### src/rtl/debug_pkg.sv
// Shared definitions for the debug run controller: command bytes, FSM states,
// the EOP opcode and the dump-length helper.
// Ports: none (package).
package debug_pkg;

  localparam logic [7:0] CMD_RUN     = 8'h63;  // 'c'
  localparam logic [7:0] CMD_STEP    = 8'h73;  // 's'
  localparam logic [7:0] CMD_RESTART = 8'h72;  // 'r'

  localparam logic [5:0] EOP_OPCODE = 6'b111111;

  typedef enum logic [3:0] {
    ST_IDLE,
    ST_RUN,
    ST_STEP,
    ST_DUMP_PC,
    ST_DUMP_CYC,
    ST_DUMP_REG,
    ST_MEM_FETCH,
    ST_DUMP_MEM,
    ST_HALTED
  } state_t;

  // Bytes in one state dump: PC word, cycle-count word, registers, memory.
  function automatic int DUMP_BYTES(int num_regs, int num_mem_words, int word_w);
    return (word_w / 8) * (2 + num_regs + num_mem_words);
  endfunction

endpackage

### src/rtl/debug_run_controller_if.sv
// UART byte link between the debug controller and the host UART.
// Ports: rx_valid/rx_data (command byte in), tx_data/tx_valid/tx_ready (dump byte out).
// master = controller side, slave = UART side.
interface debug_run_controller_if;
  logic       rx_valid;
  logic [7:0] rx_data;
  logic [7:0] tx_data;
  logic       tx_valid;
  logic       tx_ready;

  modport master (input rx_valid, rx_data, tx_ready, output tx_data, tx_valid);
  modport slave  (output rx_valid, rx_data, tx_ready, input tx_data, tx_valid);
endinterface

### src/rtl/dbg_word_serializer.sv
// Loads one word and emits it MSB byte first over a valid/ready handshake.
// Ports: clk, reset, load/word (new word, only when idle or on done),
// tx_data/tx_valid/tx_ready (byte stream), done (last byte transfers this cycle).
module dbg_word_serializer #(
  parameter int WORD_W = 32
) (
  input  logic              clk,
  input  logic              reset,
  input  logic              load,
  input  logic [WORD_W-1:0] word,
  output logic [7:0]        tx_data,
  output logic              tx_valid,
  input  logic              tx_ready,
  output logic              done
);

  localparam int NB = WORD_W / 8;
  localparam int CW = (NB > 1) ? $clog2(NB) : 1;
  localparam logic [CW-1:0] LAST = CW'(NB - 1);

  logic [WORD_W-1:0] shreg;
  logic [CW-1:0]     cnt;

  assign tx_data = shreg[WORD_W-1 -: 8];
  assign done    = tx_valid && tx_ready && (cnt == LAST);

  always_ff @(posedge clk) begin
    if (reset) begin
      shreg    <= '0;
      cnt      <= '0;
      tx_valid <= 1'b0;
    end else if (load) begin
      shreg    <= word;
      cnt      <= '0;
      tx_valid <= 1'b1;
    end else if (tx_valid && tx_ready) begin
      shreg <= shreg << 8;
      cnt   <= cnt + 1'b1;
      if (done) tx_valid <= 1'b0;
    end
  end

endmodule

### src/rtl/debug_run_controller.sv
// Debug sequencer: takes run/step/restart commands from the UART link, gates
// the MIPS pipeline via pipe_enable and streams PC, cycle count, registers and
// data memory back to the host after a step or when EOP retires.
// Ports: clk, reset, link (UART byte link), pipe_enable/pipe_reset (datapath
// control), eop_wb, pc_value, dbg_reg_* (comb read), dbg_mem_* (1-cycle read),
// busy/halted (status).
module debug_run_controller
  import debug_pkg::*;
#(
  parameter int NUM_REGS      = 32,
  parameter int NUM_MEM_WORDS = 32,
  parameter int WORD_W        = 32
) (
  input  logic                             clk,
  input  logic                             reset,
  debug_run_controller_if.master           link,
  output logic                             pipe_enable,
  output logic                             pipe_reset,
  input  logic                             eop_wb,
  input  logic [WORD_W-1:0]                pc_value,
  output logic [4:0]                       dbg_reg_addr,
  input  logic [WORD_W-1:0]                dbg_reg_data,
  output logic [$clog2(NUM_MEM_WORDS)-1:0] dbg_mem_addr,
  input  logic [WORD_W-1:0]                dbg_mem_data,
  output logic                             busy,
  output logic                             halted
);

  localparam int MEM_AW = $clog2(NUM_MEM_WORDS);
  localparam logic [4:0]        REG_LAST = 5'(NUM_REGS - 1);
  localparam logic [MEM_AW-1:0] MEM_LAST = MEM_AW'(NUM_MEM_WORDS - 1);

  state_t              state, next_state;
  logic [WORD_W-1:0]   cycle_cnt;
  logic                run_mode;
  logic                eop_seen;
  logic [4:0]          reg_idx;
  logic [MEM_AW-1:0]   mem_idx;

  logic                ser_load;
  logic [WORD_W-1:0]   ser_word;
  logic                ser_done;
  logic                restart;

  assign pipe_enable  = (state == ST_RUN) || (state == ST_STEP);
  assign busy         = (state != ST_IDLE) && (state != ST_HALTED);
  assign halted       = (state == ST_HALTED);
  assign dbg_reg_addr = reg_idx;
  assign dbg_mem_addr = mem_idx;

  // Restart is honoured only when not busy; in HALTED it is the only command.
  assign restart = link.rx_valid && (link.rx_data == CMD_RESTART) &&
                   ((state == ST_IDLE) || (state == ST_HALTED));

  dbg_word_serializer #(.WORD_W(WORD_W)) u_ser (
    .clk      (clk),
    .reset    (reset),
    .load     (ser_load),
    .word     (ser_word),
    .tx_data  (link.tx_data),
    .tx_valid (link.tx_valid),
    .tx_ready (link.tx_ready),
    .done     (ser_done)
  );

  // Each dump state loads its word the first cycle the serializer is empty and
  // leaves on the word's last byte, so the source address is stable for all
  // bytes of the word.
  always_comb begin
    next_state = state;
    ser_load   = 1'b0;
    ser_word   = '0;
    case (state)
      ST_IDLE: begin
        if (link.rx_valid) begin
          if (link.rx_data == CMD_RUN)       next_state = ST_RUN;
          else if (link.rx_data == CMD_STEP) next_state = ST_STEP;
        end
      end
      ST_RUN:  if (eop_wb) next_state = ST_DUMP_PC;
      ST_STEP: next_state = ST_DUMP_PC;
      ST_DUMP_PC: begin
        ser_load = !link.tx_valid;
        ser_word = pc_value;
        if (ser_done) next_state = ST_DUMP_CYC;
      end
      ST_DUMP_CYC: begin
        ser_load = !link.tx_valid;
        ser_word = cycle_cnt;
        if (ser_done) next_state = ST_DUMP_REG;
      end
      ST_DUMP_REG: begin
        ser_load = !link.tx_valid;
        ser_word = dbg_reg_data;
        if (ser_done && (reg_idx == REG_LAST)) next_state = ST_MEM_FETCH;
      end
      // Memory read is synchronous: present the address, consume next cycle.
      ST_MEM_FETCH: next_state = ST_DUMP_MEM;
      ST_DUMP_MEM: begin
        ser_load = !link.tx_valid;
        ser_word = dbg_mem_data;
        if (ser_done) begin
          if (mem_idx != MEM_LAST)        next_state = ST_MEM_FETCH;
          else if (eop_seen || run_mode)  next_state = ST_HALTED;
          else                            next_state = ST_IDLE;
        end
      end
      ST_HALTED: if (restart) next_state = ST_IDLE;
      default:   next_state = ST_IDLE;
    endcase
  end

  always_ff @(posedge clk) begin
    if (reset) begin
      state      <= ST_IDLE;
      cycle_cnt  <= '0;
      run_mode   <= 1'b0;
      eop_seen   <= 1'b0;
      reg_idx    <= '0;
      mem_idx    <= '0;
      pipe_reset <= 1'b0;
    end else begin
      state      <= next_state;
      pipe_reset <= restart;

      if (restart)
        cycle_cnt <= '0;
      else if (pipe_enable && (cycle_cnt != '1))
        cycle_cnt <= cycle_cnt + 1'b1;

      if (restart) begin
        run_mode <= 1'b0;
        eop_seen <= 1'b0;
      end
      if ((state == ST_IDLE) && (next_state == ST_RUN)) run_mode <= 1'b1;
      if (pipe_enable && eop_wb) eop_seen <= 1'b1;

      if (state == ST_DUMP_PC) begin
        reg_idx <= '0;
        mem_idx <= '0;
      end
      if ((state == ST_DUMP_REG) && ser_done && (reg_idx != REG_LAST))
        reg_idx <= reg_idx + 1'b1;
      if ((state == ST_DUMP_MEM) && ser_done && (mem_idx != MEM_LAST))
        mem_idx <= mem_idx + 1'b1;
    end
  end

endmodule

### src/flat_wrapper.sv
// flat-port wrapper written by rule: the top's interface ports become plain ports
module debug_run_controller_flat import debug_pkg::*;
#(
  parameter int NUM_REGS      = 32,
  parameter int NUM_MEM_WORDS = 32,
  parameter int WORD_W        = 32
)
  (clk, reset, pipe_enable, pipe_reset, eop_wb, pc_value, dbg_reg_addr, dbg_reg_data, dbg_mem_addr, dbg_mem_data, busy, halted, link_rx_valid, link_rx_data, link_tx_ready, link_tx_data, link_tx_valid);
  debug_run_controller_if link_i ();
  input  logic clk;
  input  logic reset;
  output logic pipe_enable;
  output logic pipe_reset;
  input  logic eop_wb;
  input  logic [WORD_W-1:0] pc_value;
  output logic [4:0] dbg_reg_addr;
  input  logic [WORD_W-1:0] dbg_reg_data;
  output logic [$clog2(NUM_MEM_WORDS)-1:0] dbg_mem_addr;
  input  logic [WORD_W-1:0] dbg_mem_data;
  output logic busy;
  output logic halted;
  input wire logic [$bits(link_i.rx_valid)-1:0] link_rx_valid;
  input wire logic [$bits(link_i.rx_data)-1:0] link_rx_data;
  input wire logic [$bits(link_i.tx_ready)-1:0] link_tx_ready;
  output wire logic [$bits(link_i.tx_data)-1:0] link_tx_data;
  output wire logic [$bits(link_i.tx_valid)-1:0] link_tx_valid;
  assign link_i.rx_valid = link_rx_valid;
  assign link_i.rx_data = link_rx_data;
  assign link_i.tx_ready = link_tx_ready;
  assign link_tx_data = link_i.tx_data;
  assign link_tx_valid = link_i.tx_valid;
  debug_run_controller #(.NUM_REGS(NUM_REGS), .NUM_MEM_WORDS(NUM_MEM_WORDS), .WORD_W(WORD_W)) u_core (.clk(clk), .reset(reset), .link(link_i), .pipe_enable(pipe_enable), .pipe_reset(pipe_reset), .eop_wb(eop_wb), .pc_value(pc_value), .dbg_reg_addr(dbg_reg_addr), .dbg_reg_data(dbg_reg_data), .dbg_mem_addr(dbg_mem_addr), .dbg_mem_data(dbg_mem_data), .busy(busy), .halted(halted));
endmodule
### config.mk
export PLATFORM = sky130hd
export DESIGN_NAME = debug_run_controller_flat
export DESIGN_NICKNAME = d
export VERILOG_FILES = /design/src/rtl/debug_pkg.sv /design/src/rtl/debug_run_controller_if.sv /design/src/rtl/dbg_word_serializer.sv /design/src/rtl/debug_run_controller.sv /design/src/flat_wrapper.sv
export SDC_FILE = /design/constraint.sdc
export NUM_CORES = 1
export LEC_CHECK = 0
export CAP_MARGIN = 20
export CORE_ASPECT_RATIO = 0.9
export CORE_MARGIN = 2
export CORE_UTILIZATION = 44
export DETAILED_ROUTE_END_ITERATION = 10
export DONT_BUFFER_PORTS = 1
export HOLD_SLACK_MARGIN = 0.02
export PLACE_DENSITY = 0.63
export SKIP_LAST_GASP = 1
export SYNTH_ARGS = -nofsm -noshare
export SYNTH_HDL_FRONTEND = slang
export SYNTH_SLANG_ARGS = --single-unit
### constraint.sdc
create_clock -name clk -period 2.9 [get_ports clk]
set_input_delay 0.435 -clock clk [delete_from_list [all_inputs] [get_ports clk]]
set_output_delay 0.435 -clock clk [all_outputs]
set_load 0.01 [all_outputs]
==> flow_summary.yaml, run 1 <==
sta:
  worst_pin_slew_ns: 0.728
  finalClockSkew_ns: 0.00681
  fmax_mhz: 397
  rsz0062_at_grt: "no"
  finalCritPeriodShare_pct: 86.8
  setup_slack_ns: 0.383
  setup_violations: 0
  relSlewSlack_pct: 51.5
  tns_ns: 0
  hold_violations: 0
  drv_slew: 0
  fin_crit_ns: 2.52
min_path:
  hold_path.class: "input port to flop"
  hp-start: "reset"
  hold_path_depth: 1
yosys:
  synthTopCellsByArea: "dfxtp_1 (36%), a22oi_1 (11%), a21oi_1 (7.8%), a221oi_1 (4.6%), nor2_1 (4.1%)"
  netlist_area_sq_um: 4620
  async_flop_share_pct: 0
  post-synth-top-area-fraction_pct: 36.4
  synth_edf_count: 0
  avgSynthCellArea_sq_um: 8.41
  synth-compound-area-share_pct: 32.1
  synthCells: 549
  synth_top_family_by_area: "compound AO/OA/AOI/OAI gates"
  synth_fa_ha_area_share_pct: 1.63
  synth-xor-area-share_pct: 0.949
  synth_cell_types: 58
  synth_mux_area_share_pct: 0.651
  yosysTopAreaCell: "dfxtp_1"
  yosysSeqAreaShare_pct: 36.4
  ys_warn_count: 0
  synthSimpleGateAreaFrac_pct: 22.0
  ys_ff_latch: 84
  synth_nets: 664
  ys.flop_type: "dfxtp_1"
floorplan:
  start_util_pct: 45.0
  fp.dieH_um: 101
  core_sq_um: 10200
  num_rows: 35
  io-pin-count: 132
  die_width_um: 112
  dieArea_sq_um: 11300
setup_path:
  cp_top_family: "simple AND/OR/NAND/NOR gates"
  critical_path.cell_chain: "and4bb_2, nor3b_2, a41oi_1, a211oi_1"
  reg2reg_slack_ns: 0.38
  cp.arrival_ns: 2.77
  crit_buf_inv: 0
  path_class: "flop to flop"
  endpoint_kind: "flop"
  path_depth: 4
  cp-start-kind: "flop"
  worstPathMaxFanout: 24
  critPathRequiredTime_ns: 3.16
  rr_worst_depth: 4
  rr_startpoint: "u_core.state[2]"
  slowest_delay_ns: 0.70
  worstSetupStartpoint: "u_core.state[2]"
  r2r-end: "u_core.dbg_reg_addr[3]"
  cp_slowest_cell: "dfxtp_1"
  crit_end: "u_core.dbg_reg_addr[3]"
clock_network:
  cts_made_buffers: 9
  tritoncts: "done"
  hold_buffers: 0
  cts_buffer_depth: 2
  numClockSinks: 84
  clk_pin_slew_ns: 0.06
  cts-resized-gates: 0
  cts_setup_buffers: 0
  cts_root_buf: "clkbuf_16"
  htreeDepth: 3
  clkLatencyLatePin_ns: 0.34
global_routing:
  grt_max_degree: 49
  grt_use_total_pct: 24.0
  antenna_found_initial: 0
  grt_pass1_wl_um: 21400
  grt_pass1_vias: 3908
  grt-ovfl-total: 0
drt:
  top_layer: "met4"
  drtIter0Drc: 366
  dr_wl_met2_um: 6610
  dr.pass1.iters: 5
  m1WireLength_um: 6250
  drt-total-wl_um: 14000
  antenna_left: 0
  wl_per_cell_um: 21.4
  drc: 0
  vias: 4333
  met3WireLength_um: 858
  via_per_inst: 6.63
cells_and_area:
  multiInputGateArea_sq_um: 2680
  area_delta_synth_final_pct: 8.81
  nFillCells: 992
  antenna_cells: 0
  layout.cells.most_common_list: "dfxtp_1 (84), a21oi_1 (72), a22oi_1 (65)"
  final_common_cell: "dfxtp_1"
  ff_latch_area_sq_um: 1680
  drive_gt1_share_pct: 8.38
  nets: 636
power_and_ir_drop:
  cellPowerDensity_nw_per_um2: 502
  leakage_nw: 1.44
  ir_worst_vdd_mv: 0.365
outcome:
  status: "finished, final reports clean"
placement:
  gp_congestion: 0.878
  io_buffers: 0
  pre_cts_ws_ns: 0.441
  hpwlAfterDp_um: 10100
job:
  max_cap_viol_count: 0
## cell families after synthesis
group | Yosys count
flops | 84
simple gates | 175
compound gates | 219
fa+ha+maj | 6
buf+inv | 57
xor+xnor | 5
mux | 3
## flip-flops by register name, summed over array words and instances, names as in the netlist, 2 cells and up
signal               flops
u_core.cycle_cnt        32
u_core.u_ser.shreg      32
u_core.dbg_mem_addr      5
u_core.dbg_reg_addr      5
u_core.state             4
u_core.u_ser.cnt         2
## synth_stat cells (3+ instances only)
cell type / instances
a211oi_1: 3
a21oi_1: 72
a221oi_1: 24
a22oi_1: 65
a31oi_1: 9
and2_1: 3
and3_1: 6
and4_1: 6
buf_2: 11
buf_4: 10
buf_6: 3
clkbuf_1: 25
dfxtp_1: 84
ha_1: 6
inv_1: 6
mux2i_1: 3
nand2_1: 24
nand2b_1: 4
nand3_1: 14
nand3b_1: 3
nand4_1: 10
nor2_1: 50
nor3b_1: 3
nor4_1: 4
o211ai_1: 3
o21ai_0: 16
o31ai_1: 14
or3_1: 14
or4_1: 12
xnor2_1: 5
## metrics by stage
step	cells	cell area (sq um)	hold slack (ns)	power [W]	util, %
finish	654	5020	0.155	0.00252	49.0
global route	654	5020	0.142	0.00258	49.0
CTS	654	5020	0.145	0.00253	49.0
detailed placement	639	4680	0.461	0.00121	45.7
floorplan	549	4620	0.442	0.00121	-
global placement	638	4650	0.456	0.00121	45.4
## worst register-to-register path: stages (launching register included)
cell	delay [ns]
dfxtp_1	0.70
and4bb_2	0.71
nor3b_2	0.56
a41oi_1	0.21
a211oi_1	0.25
## final cells by class
cell class                 count  share of cell area [%]
clock inverter                 4                    1.94
clock buffer                  11                    4.83
sequential                    84                    33.5
multi-input combinational    408                    53.4
inverter                       6                   0.448
timing repair buffer          12                    2.69
tap                          129                    3.21
## per-layer routing
layer / vias up / GRT usage, %
met5: - / 0
met3: 19 / 6.04
li1: 2084 / -
met2: 138 / 38.3
met1: 2092 / 32.7
met4: 0 / 6.85
## power breakdown
group / leakage, nW / switching [W] / internal [W]
combinational: 0.604 / 0.0000200 / 0.0000110
clock: 0.162 / 0.000473 / 0.000861
sequential: 0.676 / 0.00000192 / 0.00115
total: 1.44 / 0.000495 / 0.00203
## worst min-delay path by stage
stage / end / slack [ns]
floorplan: u_core.run_mode / 0.44
global placement: u_core.run_mode / 0.46
detailed placement: u_core.run_mode / 0.46
CTS: u_core.dbg_mem_addr[4] / 0.14
global route: u_core.eop_seen / 0.14
finish: u_core.dbg_mem_addr[4] / 0.16
Power figures use the tool's default switching activity.
==> run 2, diff against run 1 <==
- CORE_MARGIN: 2 -> not set
- TNS_END_PERCENT: not set -> 50
==> run 2 against run 1 <==
  * Core utilization is 0.67 points lower
  * Critical path type unchanged
  * Routed wire length hardly changed
  * Sequential share of layout area is 0.61 points higher
  * Combinational power is 2% higher
  * Highest routed layer is now met5
  * Count of clock-buffer cells in the layout is 2 lower
  * Critical endpoint is now u_core.dbg_reg_addr[2]
==> flow_summary.yaml, run 2 (synthesis results as in run 1) <==
outcome:
  status: "finished, final reports clean"
cells_and_area:
  fin_cells: 655
  nFillCells: 979
  drive_gt1_share_pct: 8.75
  antenna_cells: 0
  design_area_sq_um: 4930
  nets: 636
  final_common_cell: "dfxtp_1"
  layout.cells.most_common_list: "dfxtp_1 (84), a21oi_1 (72), a22oi_1 (65)"
  reg_top3: "u_core.cycle_cnt: 32 flops, u_core.u_ser.shreg: 32 flops"
  area_delta_synth_final_pct: 6.86
sta:
  finalCritPeriodShare_pct: 85.6
  hold_violations: 0
  tns_ns: 0
  finalClockSkew_ns: 0.00635
  relSlewSlack_pct: 55.7
  drv_slew: 0
  setup_violations: 0
  worst_pin_slew_ns: 0.662
  rsz0062_at_grt: "no"
  fmax_mhz: 403
  fin_crit_ns: 2.48
min_path:
  hold_path.class: "input port to flop"
floorplan:
  io-pin-count: 132
  start_util_pct: 45.2
  fp.dieH_um: 99.2
  num_rows: 35
  die_width_um: 110
  dieArea_sq_um: 10900
  core_sq_um: 10200
global_routing:
  grt_use_total_pct: 26.3
  grt_pass1_vias: 3937
  grt-ovfl-total: 0
  grt_max_degree: 49
  grt_pass1_wl_um: 21600
  antenna_found_initial: 1
setup_path:
  cp-start-kind: "flop"
  reg2reg_slack_ns: 0.42
  rr_startpoint: "u_core.state[2]"
  cp.arrival_ns: 2.71
  crit_buf_inv: 0
  critical_path.cell_chain: "and4bb_2, nor3b_2, nor2_1, o21ai_0, a21oi_1"
  worstSetupStartpoint: "u_core.state[2]"
  critPathRequiredTime_ns: 3.13
  endpoint_kind: "flop"
  worstPathMaxFanout: 22
  r2r-end: "u_core.dbg_reg_addr[2]"
  slowest_delay_ns: 0.69
  crit_end: "u_core.dbg_reg_addr[2]"
  path_class: "flop to flop"
  cp_top_family: "simple AND/OR/NAND/NOR gates"
  path_depth: 5
  rr_worst_depth: 5
  cp_slowest_cell: "dfxtp_1"
placement:
  gp_congestion: 0.877
  io_buffers: 0
  post_dp_cell_area_sq_um: 4650
  hpwlAfterDp_um: 10200
  placed_cells: 639
clock_network:
  clkLatencyLatePin_ns: 0.34
  hold_buffers: 0
  cts_setup_buffers: 0
  clk_pin_slew_ns: 0.07
  tritoncts: "done"
  cts_buffer_depth: 2
  numClockSinks: 84
  cts_made_buffers: 9
  htreeDepth: 3
  cts_root_buf: "clkbuf_16"
  cts-resized-gates: 0
power_and_ir_drop:
  swShare_pct: 23.2
  pwr-share-seq_pct: 50.5
  cellPowerDensity_nw_per_um2: 464
  leakage_nw: 1.40
  p_int_w: 0.00176
  comb_power_share_pct: 1.4
  power.switching_w: 0.000530
  p_clk_share_pct: 48.1
  ir_worst_vdd_mv: 0.266
drt:
  drc: 0
  dr.pass1.iters: 7
  via_per_inst: 6.68
  wl_per_cell_um: 21.3
  drtIter0Drc: 466
  drt-total-wl_um: 14000
  vias: 4378
  antenna_left: 0
job:
  max_cap_viol_count: 0
[run 2: changes by cell type in the layout (fill, tap and decap cells not counted)]
cell / before / now
clkbuf_8: 1 / 0
clkinvlp_4: 1 / 2
buf_4: 9 / 11
inv_6: 0 / 2
clkinv_2: 0 / 1
inv_8: 0 / 1
bufinv_16: 3 / 0
clkinv_4: 0 / 1
clkbuf_1: 1 / 0
buf_16: 1 / 0
buf_12: 2 / 1
[run 2: power by group through the flow]
stage | Combinational, W | Sequential (W) | Clock, W
2_1_floorplan | 0.0000328 | 0.00118 | 0
3_3_place_gp | 0.0000310 | 0.00118 | 0
3_5_place_dp | 0.0000316 | 0.00118 | 0
4_1_cts | 0.0000315 | 0.00116 | 0.00112
5_1_grt | 0.0000344 | 0.00116 | 0.00116
6_report | 0.0000315 | 0.00116 | 0.00110
[run 2: how the worst min path moves through the flow]
| stage | start | to | slack [ns] | cells past startpoint |
|---|---|---|---|---|
| finish | reset | u_core.dbg_mem_addr[2] | 0.16 | 1 |
| global route | reset | u_core.dbg_mem_addr[2] | 0.14 | 1 |
| CTS | reset | u_core.dbg_mem_addr[2] | 0.15 | 1 |
| detailed placement | u_core.run_mode | u_core.run_mode | 0.48 | 1 |
| global placement | u_core.run_mode | u_core.run_mode | 0.47 | 1 |
| floorplan | u_core.run_mode | u_core.run_mode | 0.44 | 1 |
[run 2: cell type report]
cell class | instances | area, sq um | area share (%)
Clock inverter | 7 | 57.6 | 1.17
Clock buffer | 9 | 225 | 4.57
Tap cell | 129 | 161 | 3.27
Timing Repair Buffer | 12 | 103 | 2.08
Inverter | 6 | 22.5 | 0.457
Sequential cell | 84 | 1680 | 34.1
Multi-Input combinational cell | 408 | 2680 | 54.4
[run 2: stage by stage]
step	setup WS (ns)	utilization, %	hold slack [ns]	power, W
final	0.419	48.3	0.156	0.00229
after CTS	0.473	48.3	0.150	0.00231
after global routing	0.219	48.3	0.144	0.00235
after floorplan	0.977	-	0.442	0.00121
after detailed placement	0.480	45.6	0.476	0.00121
after global placement	0.575	45.6	0.472	0.00121
[run 2: layer usage]
metal  GRT usage (%)  wire, um  vias up
li1                -         -     2083
met1            37.8      6210     2101
met2            38.2      6340      164
met3            6.49       983       28
met4            8.82       405        2
met5               0        17        -
==> run 3, diff against run 2 <==
- SLEW_MARGIN: not set -> 15
==> results of run 3 <==
The final DEF is identical to that of run 2; final timing and power are the same.
